$ cat config.mk
export PLATFORM = sky130hd
export DESIGN_NAME = draw_line
export DESIGN_NICKNAME = d
export VERILOG_FILES = /design/src/rtl/draw_line.sv
export SDC_FILE = /design/constraint.sdc
export NUM_CORES = 1
export LEC_CHECK = 0
export CAP_MARGIN = 30
export CORE_ASPECT_RATIO = 0.8
export CORE_MARGIN = 4
export CORE_UTILIZATION = 35
export DETAILED_ROUTE_END_ITERATION = 8
export PLACE_DENSITY = 0.51
export SLEW_MARGIN = 20
export SYNTH_ARGS = -nofsm -noshare
export SYNTH_HDL_FRONTEND = slang
export SYNTH_SLANG_ARGS = --single-unit
$ cat constraint.sdc
create_clock -name clk -period 5.9 [get_ports clk]
set_input_delay 1.77 -clock clk [delete_from_list [all_inputs] [get_ports clk]]
set_output_delay 1.77 -clock clk [all_outputs]
set_load 0.01 [all_outputs]
$ cat src/rtl/draw_line.sv
//------------------------------------------------------------------------------
// draw_line
//
// Bresenham line rasteriser. A shape sequencer supplies one line's endpoints
// together with a start pulse. The block then presents one pixel coordinate on
// x/y for every cycle in which oe is high, and pulses done for one cycle after
// the last pixel has been presented.
//
// Ports
//   clk      in   system clock
//   rst      in   synchronous, active-high reset
//   start    in   begin a line; only honoured while idle
//   oe       in   output enable; low stalls pixel stepping
//   x0, y0   in   start point (CORDW bits, unsigned), latched on accepted start
//   x1, y1   in   end point   (CORDW bits, unsigned), latched on accepted start
//   x, y     out  current pixel coordinate
//   drawing  out  x/y hold a valid pixel this cycle (framebuffer write strobe)
//   busy     out  a line is being set up or drawn
//   done     out  one-cycle pulse after the final pixel
//------------------------------------------------------------------------------
module draw_line #(
  parameter int CORDW = 11
) (
  input  logic             clk,
  input  logic             rst,
  input  logic             start,
  input  logic             oe,
  input  logic [CORDW-1:0] x0,
  input  logic [CORDW-1:0] y0,
  input  logic [CORDW-1:0] x1,
  input  logic [CORDW-1:0] y1,
  output logic [CORDW-1:0] x,
  output logic [CORDW-1:0] y,
  output logic             drawing,
  output logic             busy,
  output logic             done
);

  typedef enum logic [1:0] {
    S_IDLE = 2'd0,
    S_INIT = 2'd1,
    S_DRAW = 2'd2,
    S_DONE = 2'd3
  } state_t;

  localparam logic [CORDW-1:0] ONE = {{(CORDW-1){1'b0}}, 1'b1};

  state_t r_state;
  state_t w_next;

  // Endpoints captured at the accepted start; later input changes are ignored.
  logic [CORDW-1:0] r_x0;
  logic [CORDW-1:0] r_y0;
  logic [CORDW-1:0] r_x1;
  logic [CORDW-1:0] r_y1;

  // Bresenham terms: dx >= 0, dy <= 0, err accumulates both.
  logic signed [CORDW:0]   r_dx;
  logic signed [CORDW:0]   r_dy;
  logic signed [CORDW+1:0] r_err;
  logic                    r_sx_neg;
  logic                    r_sy_neg;

  logic [CORDW-1:0] r_x;
  logic [CORDW-1:0] r_y;
  logic             r_busy;
  logic             r_done;

  // Set-up arithmetic, evaluated from the latched endpoints during INIT.
  logic [CORDW-1:0]        w_dx_abs;
  logic [CORDW-1:0]        w_dy_abs;
  logic signed [CORDW:0]   w_dx_init;
  logic signed [CORDW:0]   w_dy_init;
  logic signed [CORDW+1:0] w_err_init;

  // Per-pixel step decision.
  logic signed [CORDW+2:0] w_e2;
  logic signed [CORDW+2:0] w_dx_ext;
  logic signed [CORDW+2:0] w_dy_ext;
  logic                    w_step_x;
  logic                    w_step_y;
  logic signed [CORDW+1:0] w_add_x;
  logic signed [CORDW+1:0] w_add_y;
  logic signed [CORDW+1:0] w_err_next;
  logic [CORDW-1:0]        w_x_next;
  logic [CORDW-1:0]        w_y_next;
  logic                    w_last;
  logic                    w_drawing;

  // Absolute deltas and the initial error term of the line.
  always_comb begin
    w_dx_abs   = {CORDW{1'b0}};
    w_dy_abs   = {CORDW{1'b0}};
    w_dx_init  = {(CORDW+1){1'b0}};
    w_dy_init  = {(CORDW+1){1'b0}};
    w_err_init = {(CORDW+2){1'b0}};
    if (r_x0 < r_x1) begin
      w_dx_abs = r_x1 - r_x0;
    end else begin
      w_dx_abs = r_x0 - r_x1;
    end
    if (r_y0 < r_y1) begin
      w_dy_abs = r_y1 - r_y0;
    end else begin
      w_dy_abs = r_y0 - r_y1;
    end
    w_dx_init  = {1'b0, w_dx_abs};
    w_dy_init  = -{1'b0, w_dy_abs};
    w_err_init = {w_dx_init[CORDW], w_dx_init} + {w_dy_init[CORDW], w_dy_init};
  end

  // Step decision for the current pixel and the resulting next coordinates.
  always_comb begin
    w_e2       = {r_err[CORDW+1], r_err, 1'b0};
    w_dx_ext   = {{2{r_dx[CORDW]}}, r_dx};
    w_dy_ext   = {{2{r_dy[CORDW]}}, r_dy};
    w_step_x   = (w_e2 >= w_dy_ext);
    w_step_y   = (w_e2 <= w_dx_ext);
    w_add_x    = {(CORDW+2){1'b0}};
    w_add_y    = {(CORDW+2){1'b0}};
    w_x_next   = r_x;
    w_y_next   = r_y;
    if (w_step_x) begin
      w_add_x = {r_dy[CORDW], r_dy};
      if (r_sx_neg) begin
        w_x_next = r_x - ONE;
      end else begin
        w_x_next = r_x + ONE;
      end
    end else begin
      w_add_x  = {(CORDW+2){1'b0}};
      w_x_next = r_x;
    end
    if (w_step_y) begin
      w_add_y = {r_dx[CORDW], r_dx};
      if (r_sy_neg) begin
        w_y_next = r_y - ONE;
      end else begin
        w_y_next = r_y + ONE;
      end
    end else begin
      w_add_y  = {(CORDW+2){1'b0}};
      w_y_next = r_y;
    end
    // Both axis terms land in the same cycle when stepping diagonally.
    w_err_next = r_err + w_add_x + w_add_y;
  end

  // Last-pixel detect and the write strobe (combinational on oe so a stall
  // drops the strobe in the same cycle).
  always_comb begin
    w_last    = (r_x == r_x1) && (r_y == r_y1);
    w_drawing = (r_state == S_DRAW) && oe;
  end

  // Next-state logic.
  always_comb begin
    w_next = r_state;
    case (r_state)
      S_IDLE: begin
        if (start) begin
          w_next = S_INIT;
        end else begin
          w_next = S_IDLE;
        end
      end
      S_INIT: w_next = S_DRAW;
      S_DRAW: begin
        if (oe && w_last) begin
          w_next = S_DONE;
        end else begin
          w_next = S_DRAW;
        end
      end
      S_DONE: w_next = S_IDLE;
      default: w_next = S_IDLE;
    endcase
  end

  // State register plus busy/done flags derived from the state being entered.
  always_ff @(posedge clk) begin
    if (rst) begin
      r_state <= S_IDLE;
      r_busy  <= 1'b0;
      r_done  <= 1'b0;
    end else begin
      r_state <= w_next;
      r_busy  <= (w_next == S_INIT) || (w_next == S_DRAW);
      r_done  <= (w_next == S_DONE);
    end
  end

  // Endpoint capture, line set-up and pixel stepping.
  always_ff @(posedge clk) begin
    if (rst) begin
      r_x0     <= {CORDW{1'b0}};
      r_y0     <= {CORDW{1'b0}};
      r_x1     <= {CORDW{1'b0}};
      r_y1     <= {CORDW{1'b0}};
      r_dx     <= {(CORDW+1){1'b0}};
      r_dy     <= {(CORDW+1){1'b0}};
      r_err    <= {(CORDW+2){1'b0}};
      r_sx_neg <= 1'b0;
      r_sy_neg <= 1'b0;
      r_x      <= {CORDW{1'b0}};
      r_y      <= {CORDW{1'b0}};
    end else begin
      case (r_state)
        S_IDLE: begin
          if (start) begin
            r_x0 <= x0;
            r_y0 <= y0;
            r_x1 <= x1;
            r_y1 <= y1;
          end
        end
        S_INIT: begin
          r_dx     <= w_dx_init;
          r_dy     <= w_dy_init;
          r_err    <= w_err_init;
          // Equal coordinates select the negative direction; that axis never
          // steps anyway because its delta is zero.
          r_sx_neg <= !(r_x0 < r_x1);
          r_sy_neg <= !(r_y0 < r_y1);
          r_x      <= r_x0;
          r_y      <= r_y0;
        end
        S_DRAW: begin
          if (oe && !w_last) begin
            r_err <= w_err_next;
            r_x   <= w_x_next;
            r_y   <= w_y_next;
          end
        end
        S_DONE: begin
          r_err <= r_err;
        end
        default: begin
          r_err <= r_err;
        end
      endcase
    end
  end

  assign x       = r_x;
  assign y       = r_y;
  assign drawing = w_drawing;
  assign busy    = r_busy;
  assign done    = r_done;

endmodule

==> results of run 1 <==
-- logic make-up after synthesis --
kind of cell,count (synthesis),synth area share [%]
DFF,108,23.1
AOI/OAI and AO/OA,314,22.0
adders and majority gates,131,19.1
xor gates and xnor gates,72,6.74
muxes,30,3.25
buffers and inverters,154,6.35
and+or+nand+nor,383,19.5
-- area by class of cell --
type | instances | area, µm² | area share [%]
clock buffers | 10 | 229 | 2.14
well taps | 357 | 447 | 4.17
clock inverters | 6 | 60.1 | 0.561
repair buffers | 86 | 821 | 7.66
inverters | 103 | 387 | 3.61
multi-input cells | 930 | 6610 | 61.7
flip-flops and latches | 108 | 2160 | 20.2
-- power by group through the flow --
stage	Sequential [W]	Combinational (W)	Clock, W
2_1_floorplan	0.000938	0.00175	0
3_3_place_gp	0.000976	0.00245	0
3_5_place_dp	0.000975	0.00245	0
4_1_cts	0.000959	0.00246	0.000639
5_1_grt	0.000976	0.00276	0.000659
6_report	0.000957	0.00248	0.000617
-- routing by layer --
| metal | GRT usage [%] | vias to the layer above | wire length [µm] |
|---|---|---|---|
| met2 | 27.6 | 146 | 11400 |
| met1 | 30.1 | 3847 | 15200 |
| met4 | 3.11 | 0 | 194 |
| met5 | 0 | - | 0 |
| met3 | 3.05 | 14 | 1050 |
| li1 | - | 4260 | - |
-- placed cells by master (no fill, tap or decap), types with 27 or more instances in the layout --
master	netlist	routed
a21oi_1	108	108
nor2b_1	35	35
nand2_1	127	127
a211oi_1	30	30
dfxtp_1	108	108
o21ai_0	48	48
mux2i_1	27	27
nor3_1	33	33
clkdlybuf4s50_1	0	71
xnor2_1	55	55
inv_1	101	101
nor2_1	98	98
ha_1	112	111
-- stage by stage --
step | total power [W] | setup slack, ns | utilization (%) | hold slack [ns]
2_1_floorplan | 0.00269 | 1.53 | - | 0.454
3_3_place_gp | 0.00343 | 1.01 | 39.6 | 0.469
4_1_cts | 0.00406 | 0.909 | 40.7 | 0.493
5_1_grt | 0.00439 | 0.456 | 40.7 | 0.525
6_report | 0.00405 | 0.899 | 40.7 | 0.487
3_5_place_dp | 0.00342 | 0.951 | 39.6 | 0.480
-- worst max-delay path: cells and delay by family, from the launching register on --
family	cells	cell delay, ns
buffers and inverters	1	0.07
flip-flops	1	0.42
adder cells (fa/ha/maj)	2	0.77
AND/OR/NAND/NOR	4	1.24
AO/OA/AOI/OAI	8	1.78
multiplexers	1	0.34
XOR/XNOR	1	0.32
-- worst paths after layout --
check / from / endpoint / slack [ns] / cells after the start
max: r_y0[4]$_SDFFE_PP0P_ / r_err[12]$_SDFFE_PP0P_ / 0.90 / 17
min: r_x0[5]$_SDFFE_PP0P_ / r_x0[5]$_SDFFE_PP0P_ / 0.49 / 2
max reg2reg: r_y0[4]$_SDFFE_PP0P_ / r_err[12]$_SDFFE_PP0P_ / 0.90 / 17
min reg2reg: r_x0[5]$_SDFFE_PP0P_ / r_x0[5]$_SDFFE_PP0P_ / 0.49 / 2
==> summary.md, run 1 <==
| Metric | Value |
|---|---|
| Status | completed |
| Core Rows | 53 |
| Post-CTS Hold Buffers | 0 |
| ANT nets after route | 0 |
| First-pass GRT wire length | 44900 µm |
| Main synth FF type | dfxtp_1 |
| Arrival @ worst endpoint | 5.30 ns |
| Mapped Area | 9350 µm² |
| Die Span Y | 154 µm |
| Worst-Margin Slew | 0.864 ns |
| Worst-Skew Late Latency | 0.37 ns |
| Most flop-heavy register | r_err |
| Synth Register Bits | 108 |
| Syn_nets | 1371 |
| Startpoint Class | flop |
| Total length of routed wires | 27800 µm |
| Crit end category | flop |
| Slew Limit Fails | 0 |
| Slowest CP cell | nor3b_1 |
| Switching Fraction | 46.7% |
| Max FFs per register | 13 |
| CTS tree | built |
| Die W | 191 µm |
| FILL cells | 2705 |
| Top-count cell post-synth | nand2_1 |
| Resize count post-CTS | 0 |
| Placed Instances | 1584 |
| H-Tree Depth | 3 |
| Unrepaired setup endpoints after global routing | false |
| Switching Power | 0.00189 W |
| Syn Area/Cell | 7.85 µm² |
| Post-synth ARST share | 0% |
| Final cell area excluding filler cells | 10700 µm² |
| Vias per cell | 5.17 |
| WL/cell | 17.4 µm |
| Commonest cells post-synth | nand2_1 (127), ha_1 (112), a21oi_1 (108), dfxtp_1 (108), inv_1 (101) |
| Comb power frac | 61.1% |
| Sequential Power Share | 23.6% |
| Pleak | 4.24 nW |
| Tcrit/Tclk final | 84.8% |
| DR vias | 8267 |
| Iteration-0 DRC Markers | 605 |
| Class of the most critical setup path | flop to flop |
| Initial antenna violation count | 0 |
| PwrDens | 378 nW/µm² |
| Relative slew margins | 41.8% |
| TritonCTS buffer count | 9 |
| Fin crit period | 5.00 ns |
| Fin cells | 1600 |
| DRT Pass-1 Iters | 5 |
| Worst Skew | 0.0107 ns |
| Setup Buffers After CTS | 0 |
| Die ar. | 29400 µm² |
| Clock sinks | 108 |
| Seq/Total Area, Yosys | 23.1% |
| Core ar. | 26300 µm² |
| Remaining Overflow, GRT | 0 |
| Ys Warns | 0 |
| Post-synth EDFFs | 0 |
| P&R area growth vs syn | 14.5% |
| Top Registers | r_err: 13 flops, r_dy: 12 flops |
| Share of the synthesized area in the top cell type | 23.1% |
| IO Count | 73 |
| Starting Density | 35.5% |
| Max Freq | 200 MHz |
| # port buffers | 72 |
| Critical Path RT | 6.20 ns |
| Clock buffer depth | 2 |
| CP peak stage delay | 0.58 ns |
| IR Drop Worst-Case VDD | 0.000181 V |
| DP Area | 10400 µm² |
| Largest net degree at the start of global routing | 76 |
| Clock power frac | 15.2% |
| DR DRC count | 0 |
| Post-Synthesis Cells | 1192 |
| DP Wirelength | 21400 µm |
| Count of nets after finishing | 1417 |
| Number of diodes | 0 |
| Clock transition at the registers of the reported paths | 0.08 ns |
| Final Wtd Congestion | 0.844 |
| Setup TNS | 0 ns |
| Count of final setup violators | 0 |
| Layout cells sized above 1 | 4.59% |
| Clk root buf | clkbuf_16 |
| Worst Hold Class | flop to flop |
| Largest cells by area after synthesis | dfxtp_1 (23%), ha_1 (15%), a21oi_1 (5.8%) |
| Internal | 0.00216 W |
| All-Layer GR Usage | 19.1% |
| Netlist cell types | 78 |
| Number of global-route vias before repair | 7975 |
| Leading area contributor after synthesis | dfxtp_1 |
| CP cell instances | inv_1 -> ha_1 -> a21o_1 -> nor3_1 -> a21boi_2 -> nor2_1 -> mux2i_1 -> nor3b_1 -> nand3_1 -> xnor2_1 -> ha_1 -> o21ai_0 -> a21oi_1 -> o41ai_1 -> o21ai_0 -> a2111o_1 -> o21ai_1 |
| Number of max-cap violations | 0 |
| Final Hold Fails | 0 |
| Worst-path maximum fanout | 11 |
No activity file was read; power rests on OpenSTA's default activity.
==> run 2, diff against run 1 <==
Clock period 5.9 ns to 5 ns, I/O delays scaled along.
==> summary.md, run 2 (synthesis results as in run 1) <==
| Metric | Value |
|---|---|
| Clock transition at the registers of the reported paths | 0.08 ns (about the same) |
| FILL cells | 2750 (+1.7%) |
| WL/cell | 17.2 µm (-1.2%) |
| IO Count | 73 (unchanged) |
| Core Rows | 53 (unchanged) |
| Fin util | 41.1% (+0.45 points) |
| Top Registers | r_err: 13 flops, r_dy: 12 flops |
| Count of final setup violators | 0 (unchanged) |
| Max Freq | 211 MHz (+5.5%) |
| Most flop-heavy register | r_err |
| Fin crit period | 4.74 ns (-0.259 ns) |
| # port buffers | 72 (unchanged) |
| Largest net degree at the start of global routing | 63 (-17%) |
| Initial antenna violation count | 0 (unchanged) |
| Max FFs per register | 13 (unchanged) |
| Number of global-route vias before repair | 8193 (+2.7%) |
| Relative slew margins | 51.7% (+9.9 points) |
| Layout cells sized above 1 | 5.30% (+0.72 points) |
| Die W | 191 µm (unchanged) |
| Remaining Overflow, GRT | 0 (unchanged) |
| DP Wirelength | 21100 µm (-1.2%) |
| Final Hold Fails | 0 (unchanged) |
| Status | completed |
| Tcrit/Tclk final | 94.9% (+10 points) |
| Clock sinks | 108 (unchanged) |
| Count of nets after finishing | 1420 (+0.21%) |
| TritonCTS buffer count | 9 (unchanged) |
| Worst-path maximum fanout | 4 (-7) |
| DR DRC count | 0 (unchanged) |
| Starting Density | 35.5% (unchanged) |
| H-Tree Depth | 3 (unchanged) |
| Die Span Y | 154 µm (unchanged) |
| First-pass GRT wire length | 44600 µm (-0.63%) |
| Final Wtd Congestion | 0.869 (+3.0%) |
| Slew Limit Fails | 0 (unchanged) |
| ANT nets after route | 0 (unchanged) |
| All-Layer GR Usage | 18.9% (-0.18 points) |
| Class of the most critical setup path | flop to flop |
| DR vias | 8356 (+1.1%) |
| Startpoint Class | flop |
| Vias per cell | 5.22 (+0.95%) |
| Setup TNS | 0 ns (unchanged) |
| Worst-Skew Late Latency | 0.37 ns (about the same) |
| Arrival @ worst endpoint | 5.06 ns (-0.24 ns) |
| Core ar. | 26300 µm² (unchanged) |
| Pleak | 4.30 nW (+1.4%) |
| Most common cell after layout, fill and taps aside | nand2_1 |
| Iteration-0 DRC Markers | 493 (-19%) |
| Worst Hold Class | flop to flop |
| Unrepaired setup endpoints after global routing | false |
| P&R area growth vs syn | 15.8% |
| Die ar. | 29400 µm² (unchanged) |
| CTS tree | built |
| Total length of routed wires | 27500 µm (-1.1%) |
| Crit end category | flop |
| Clk root buf | clkbuf_16 |
| PwrDens | 455 nW/µm² (+20%) |
| Critical Path RT | 5.32 ns (-0.88 ns) |
| Worst slack, placed | 0.227 ns (-0.724 ns) |
| Final worst setup slack | 0.257 ns (-0.641 ns) |
| DRT Pass-1 Iters | 5 (unchanged) |
| Worst-Margin Slew | 0.716 ns (-0.147 ns) |
| Number of diodes | 0 (unchanged) |
| Clock buffer depth | 2 (unchanged) |
| Number of max-cap violations | 0 (unchanged) |
| Worst Skew | 0.0160 ns (+0.00522 ns) |
| IR Drop Worst-Case VDD | 0.000234 V (+29%) |
| Commonest non-fill, non-tap cells in the layout | nand2_1 (127), ha_1 (110), a21oi_1 (108), dfxtp_1 (108), inv_1 (101) |
## run 2: cell types whose count changed in the layout (fill, tap and decap cells not counted), sizes merged
cell | previous run | this run
buf | 15 | 18
bufinv | 0 | 3
clkinvlp | 2 | 0
clkbuf | 10 | 9
clkinv | 4 | 3
## run 2: through the flow
step           hold slack [ns]  power, W  std cells  cell area (µm²)
6_report                 0.490   0.00493       1602            10800
2_1_floorplan            0.454   0.00318       1192             9350
3_5_place_dp             0.478   0.00402       1587            10500
3_3_place_gp             0.476   0.00402       1586            10500
5_1_grt                  0.522   0.00534       1602            10800
4_1_cts                  0.495   0.00492       1602            10800
## run 2: final cells by class
| type | instances | area (µm²) | share of cell area (%) |
|---|---|---|---|
| clock inverter | 6 | 119 | 1.10 |
| clock buffer | 9 | 225 | 2.08 |
| timing repair buffer | 89 | 856 | 7.90 |
| tap | 357 | 447 | 4.12 |
| sequential | 108 | 2160 | 20.0 |
| multi-input combinational | 930 | 6630 | 61.3 |
| inverter | 103 | 387 | 3.57 |
## run 2: what timing repair did
action	CTS	global route
resized for setup	0	6
setup buffers	0	0
hold buffers	0	0
endpoints found under the setup margin	0	5
## run 2: worst max-delay path, stage by stage (launching register included)
cell       delay, ns
dfxtp_1         0.35
inv_1           0.09
ha_1            0.32
or4b_2          0.58
a221oi_1        0.24
a21oi_1         0.19
and2_1          0.21
fa_1            0.50
ha_1            0.16
inv_1           0.06
fa_1            0.37
nor2b_1         0.21
o2111ai_1       0.19
a31oi_1         0.36
a31oi_1         0.18
xor2_1          0.17
a311oi_1        0.33
o31a_1          0.19
## run 2: per-layer routing
layer	share of wire (%)	wire length (µm)	up-vias	GRT usage, %
met2	42	11500	161	28.6
met3	4.7	1280	18	3.68
met1	53	14500	3921	28.2
met4	1.1	312	0	3.59
li1	-	-	4256	-
met5	0	0	-	0
## run 2: worst paths after layout
| check | start | end | slack (ns) | cells after the start |
|---|---|---|---|---|
| setup / recovery | r_dy[11]$_SDFFE_PP0N_ | r_err[11]$_SDFFE_PP0P_ | 0.26 | 17 |
| hold / removal | r_x0[5]$_SDFFE_PP0P_ | r_x0[5]$_SDFFE_PP0P_ | 0.49 | 2 |
| setup reg to reg | r_dy[11]$_SDFFE_PP0N_ | r_err[11]$_SDFFE_PP0P_ | 0.26 | 17 |
| hold reg to reg | r_x0[5]$_SDFFE_PP0P_ | r_x0[5]$_SDFFE_PP0P_ | 0.49 | 2 |
## run 2: report_power, final
part | internal [W] | switching (W) | leakage, nW
combinational | 0.00125 | 0.00169 | 3.25
clock | 0.000494 | 0.000372 | 0.168
sequential | 0.000974 | 0.000154 | 0.886
==> run 3, diff against run 2 <==
Settings changed: REMOVE_ABC_BUFFERS from default to 1.
==> summary.md, run 3 (synthesis results as in run 1) <==
| Metric | Value |
|---|---|
| FILL cells | 2776 (+0.95%) |
| Pleak | 4.30 nW (-0.15%) |
| Worst Hold Class | flop to flop |
| Bufs and invs on worst path | 1 (-1) |
| PwrDens | 444 nW/µm² (-2.4%) |
| Top Registers | r_err: 13 flops, r_dy: 12 flops |
| First-pass GRT wire length | 45100 µm (+1.2%) |
| Relative slew margins | 37.2% (-15 points) |
| Setup Buffers After CTS | 0 (unchanged) |
| Worst slack, placed | 0.174 ns (-0.0532 ns) |
| Overall Power | 0.00480 W (-2.6%) |
| Worst-path maximum fanout | 12 (+8) |
| Critical Path RT | 5.26 ns (-0.06 ns) |
| Worst-Skew Late Latency | 0.37 ns (about the same) |
| Die Span Y | 154 µm (unchanged) |
| CP cell instances | ha_1 -> or4b_2 -> a221oi_1 -> a21oi_1 -> buf_4 -> and2_1 -> fa_1 -> ha_1 -> nor3_1 -> nor2_1 -> a31oi_1 -> nor2b_1 -> o21ai_0 -> a21oi_1 -> xor2_1 -> a41oi_1 -> o21ai_1 |
| Layout cells sized above 1 | 5.76% (+0.45 points) |
| Remaining Overflow, GRT | 0 (unchanged) |
| Unrepaired setup endpoints after global routing | false |
| Worst-Margin Slew | 0.932 ns (+0.215 ns) |
| IO Count | 73 (unchanged) |
| Core Rows | 53 (unchanged) |
| ANT nets after route | 0 (unchanged) |
| Clock buffer depth | 2 (unchanged) |
| Number of diodes | 0 (unchanged) |
| CP delay by family, top | compound AO/OA/AOI/OAI gates |
| Crit end category | flop |
| Initial antenna violation count | 0 (unchanged) |
| Largest net degree at the start of global routing | 47 (-25%) |
| Fin crit period | 4.69 ns (-0.0539 ns) |
| Final worst setup slack | 0.311 ns (+0.0539 ns) |
| Arrival @ worst endpoint | 4.95 ns (-0.11 ns) |
| Max FFs per register | 13 (unchanged) |
| DP Wirelength | 22300 µm (+5.5%) |
| P&R area growth vs syn | 15.5% |
| Sequential Area | 2160 µm² (unchanged) |
| Iteration-0 DRC Markers | 511 (+3.7%) |
| DR vias | 8390 (+0.41%) |
| Worst Skew | 0.0129 ns (-0.00307 ns) |
| DRT Pass-1 Iters | 5 (unchanged) |
| CTS tree | built |
| Post-CTS Hold Buffers | 0 (unchanged) |
| Count of final setup violators | 0 (unchanged) |
| Die W | 191 µm (unchanged) |
| Starting Density | 35.5% (unchanged) |
| H-Tree Depth | 3 (unchanged) |
| Resize count post-CTS | 0 (unchanged) |
| Tcrit/Tclk final | 93.8% (-1.1 points) |
| Setup TNS | 0 ns (unchanged) |
| Count of nets after finishing | 1425 (+0.35%) |
| DP Area | 10500 µm² (+0.32%) |
| Total length of routed wires | 28400 µm (+3.2%) |
| Class of the most critical setup path | flop to flop |
| Number of global-route vias before repair | 7974 (-2.7%) |
| Clock sinks | 108 (unchanged) |
| Startpoint Class | flop |
| Clock transition at the registers of the reported paths | 0.08 ns (about the same) |
| Final cell area excluding filler cells | 10800 µm² (-0.23%) |
| Most common cell after layout, fill and taps aside | nand2_1 |
| Clk root buf | clkbuf_16 |
| Slowest CP cell | or4b_2 |
| DR DRC count | 0 (unchanged) |
| Slew Limit Fails | 0 (unchanged) |
| Status | completed |
| Most flop-heavy register | r_err |
| TritonCTS buffer count | 9 (unchanged) |
| Commonest non-fill, non-tap cells in the layout | nand2_1 (127), ha_1 (111), a21oi_1 (108), dfxtp_1 (108), inv_1 (101) |
| Core ar. | 26300 µm² (unchanged) |
| Max Freq | 213 MHz (+1.1%) |
| All-Layer GR Usage | 19.3% (+0.34 points) |
| WL/cell | 17.7 µm (+2.8%) |
| CP peak stage delay | 0.59 ns (about the same) |
| Die ar. | 29400 µm² (unchanged) |
| IR Drop Worst-Case VDD | 0.000204 V (-13%) |
| Final Hold Fails | 0 (unchanged) |
| # port buffers | 72 (unchanged) |
| Final Wtd Congestion | 0.887 (+2.1%) |
| Hold_ws | 0.478 ns (-0.0119 ns) |
| Vias per cell | 5.22 (about the same) |
| Number of max-cap violations | 0 (unchanged) |
| Area taken by multi-input logic gates | 6650 µm² (+0.19%) |
## run 3: where the power goes
part | internal (W) | leakage (nW) | total [W] | switching, W
Clock | 0.000367 | 0.136 | 0.000727 | 0.000360
Combinational | 0.00125 | 3.27 | 0.00293 | 0.00169
Sequential | 0.000974 | 0.886 | 0.00114 | 0.000162
## run 3: final cells by class
cell class	instances	area share (%)
Sequential cell	108	20.0
Tap cell	357	4.13
Clock inverter	3	0.197
Timing Repair Buffer	94	8.15
Clock buffer	13	2.41
Multi-Input combinational cell	930	61.5
Inverter	103	3.58
## run 3: metal layers
layer	global-route usage, %	part of all wire (%)	vias to the layer above
met1	29.8	54	3915
met3	3.05	4.2	18
li1	-	-	4273
met5	0	0	-
met4	3.01	0.83	0
met2	28.7	41	184
## run 3: through the flow
step / util (%) / cells
final: 41.0 / 1608
after global routing: 41.0 / 1608
after CTS: 40.9 / 1608
after detailed placement: 39.8 / 1592
after global placement: 39.8 / 1591
after floorplan: - / 1141
## run 3: final timing paths
kind / startpoint / end / slack, ns / depth (start not counted)
worst min register to register: r_x0[6]$_SDFFE_PP0P_ / r_x0[6]$_SDFFE_PP0P_ / 0.48 / 2
worst max-delay path: r_err[12]$_SDFFE_PP0P_ / r_err[12]$_SDFFE_PP0P_ / 0.31 / 17
worst max register to register: r_err[12]$_SDFFE_PP0P_ / r_err[12]$_SDFFE_PP0P_ / 0.31 / 17
worst min-delay path: r_x0[6]$_SDFFE_PP0P_ / r_x0[6]$_SDFFE_PP0P_ / 0.48 / 2
## run 3: worst reg2reg max path, stage by stage, from the launching register on
cell	delay (ns)
dfxtp_1	0.41
ha_1	0.36
or4b_2	0.59
a221oi_1	0.30
a21oi_1	0.16
buf_4	0.21
and2_1	0.20
fa_1	0.47
ha_1	0.38
nor3_1	0.20
nor2_1	0.06
a31oi_1	0.27
nor2b_1	0.08
o21ai_0	0.23
a21oi_1	0.13
xor2_1	0.19
a41oi_1	0.26
o21ai_1	0.09
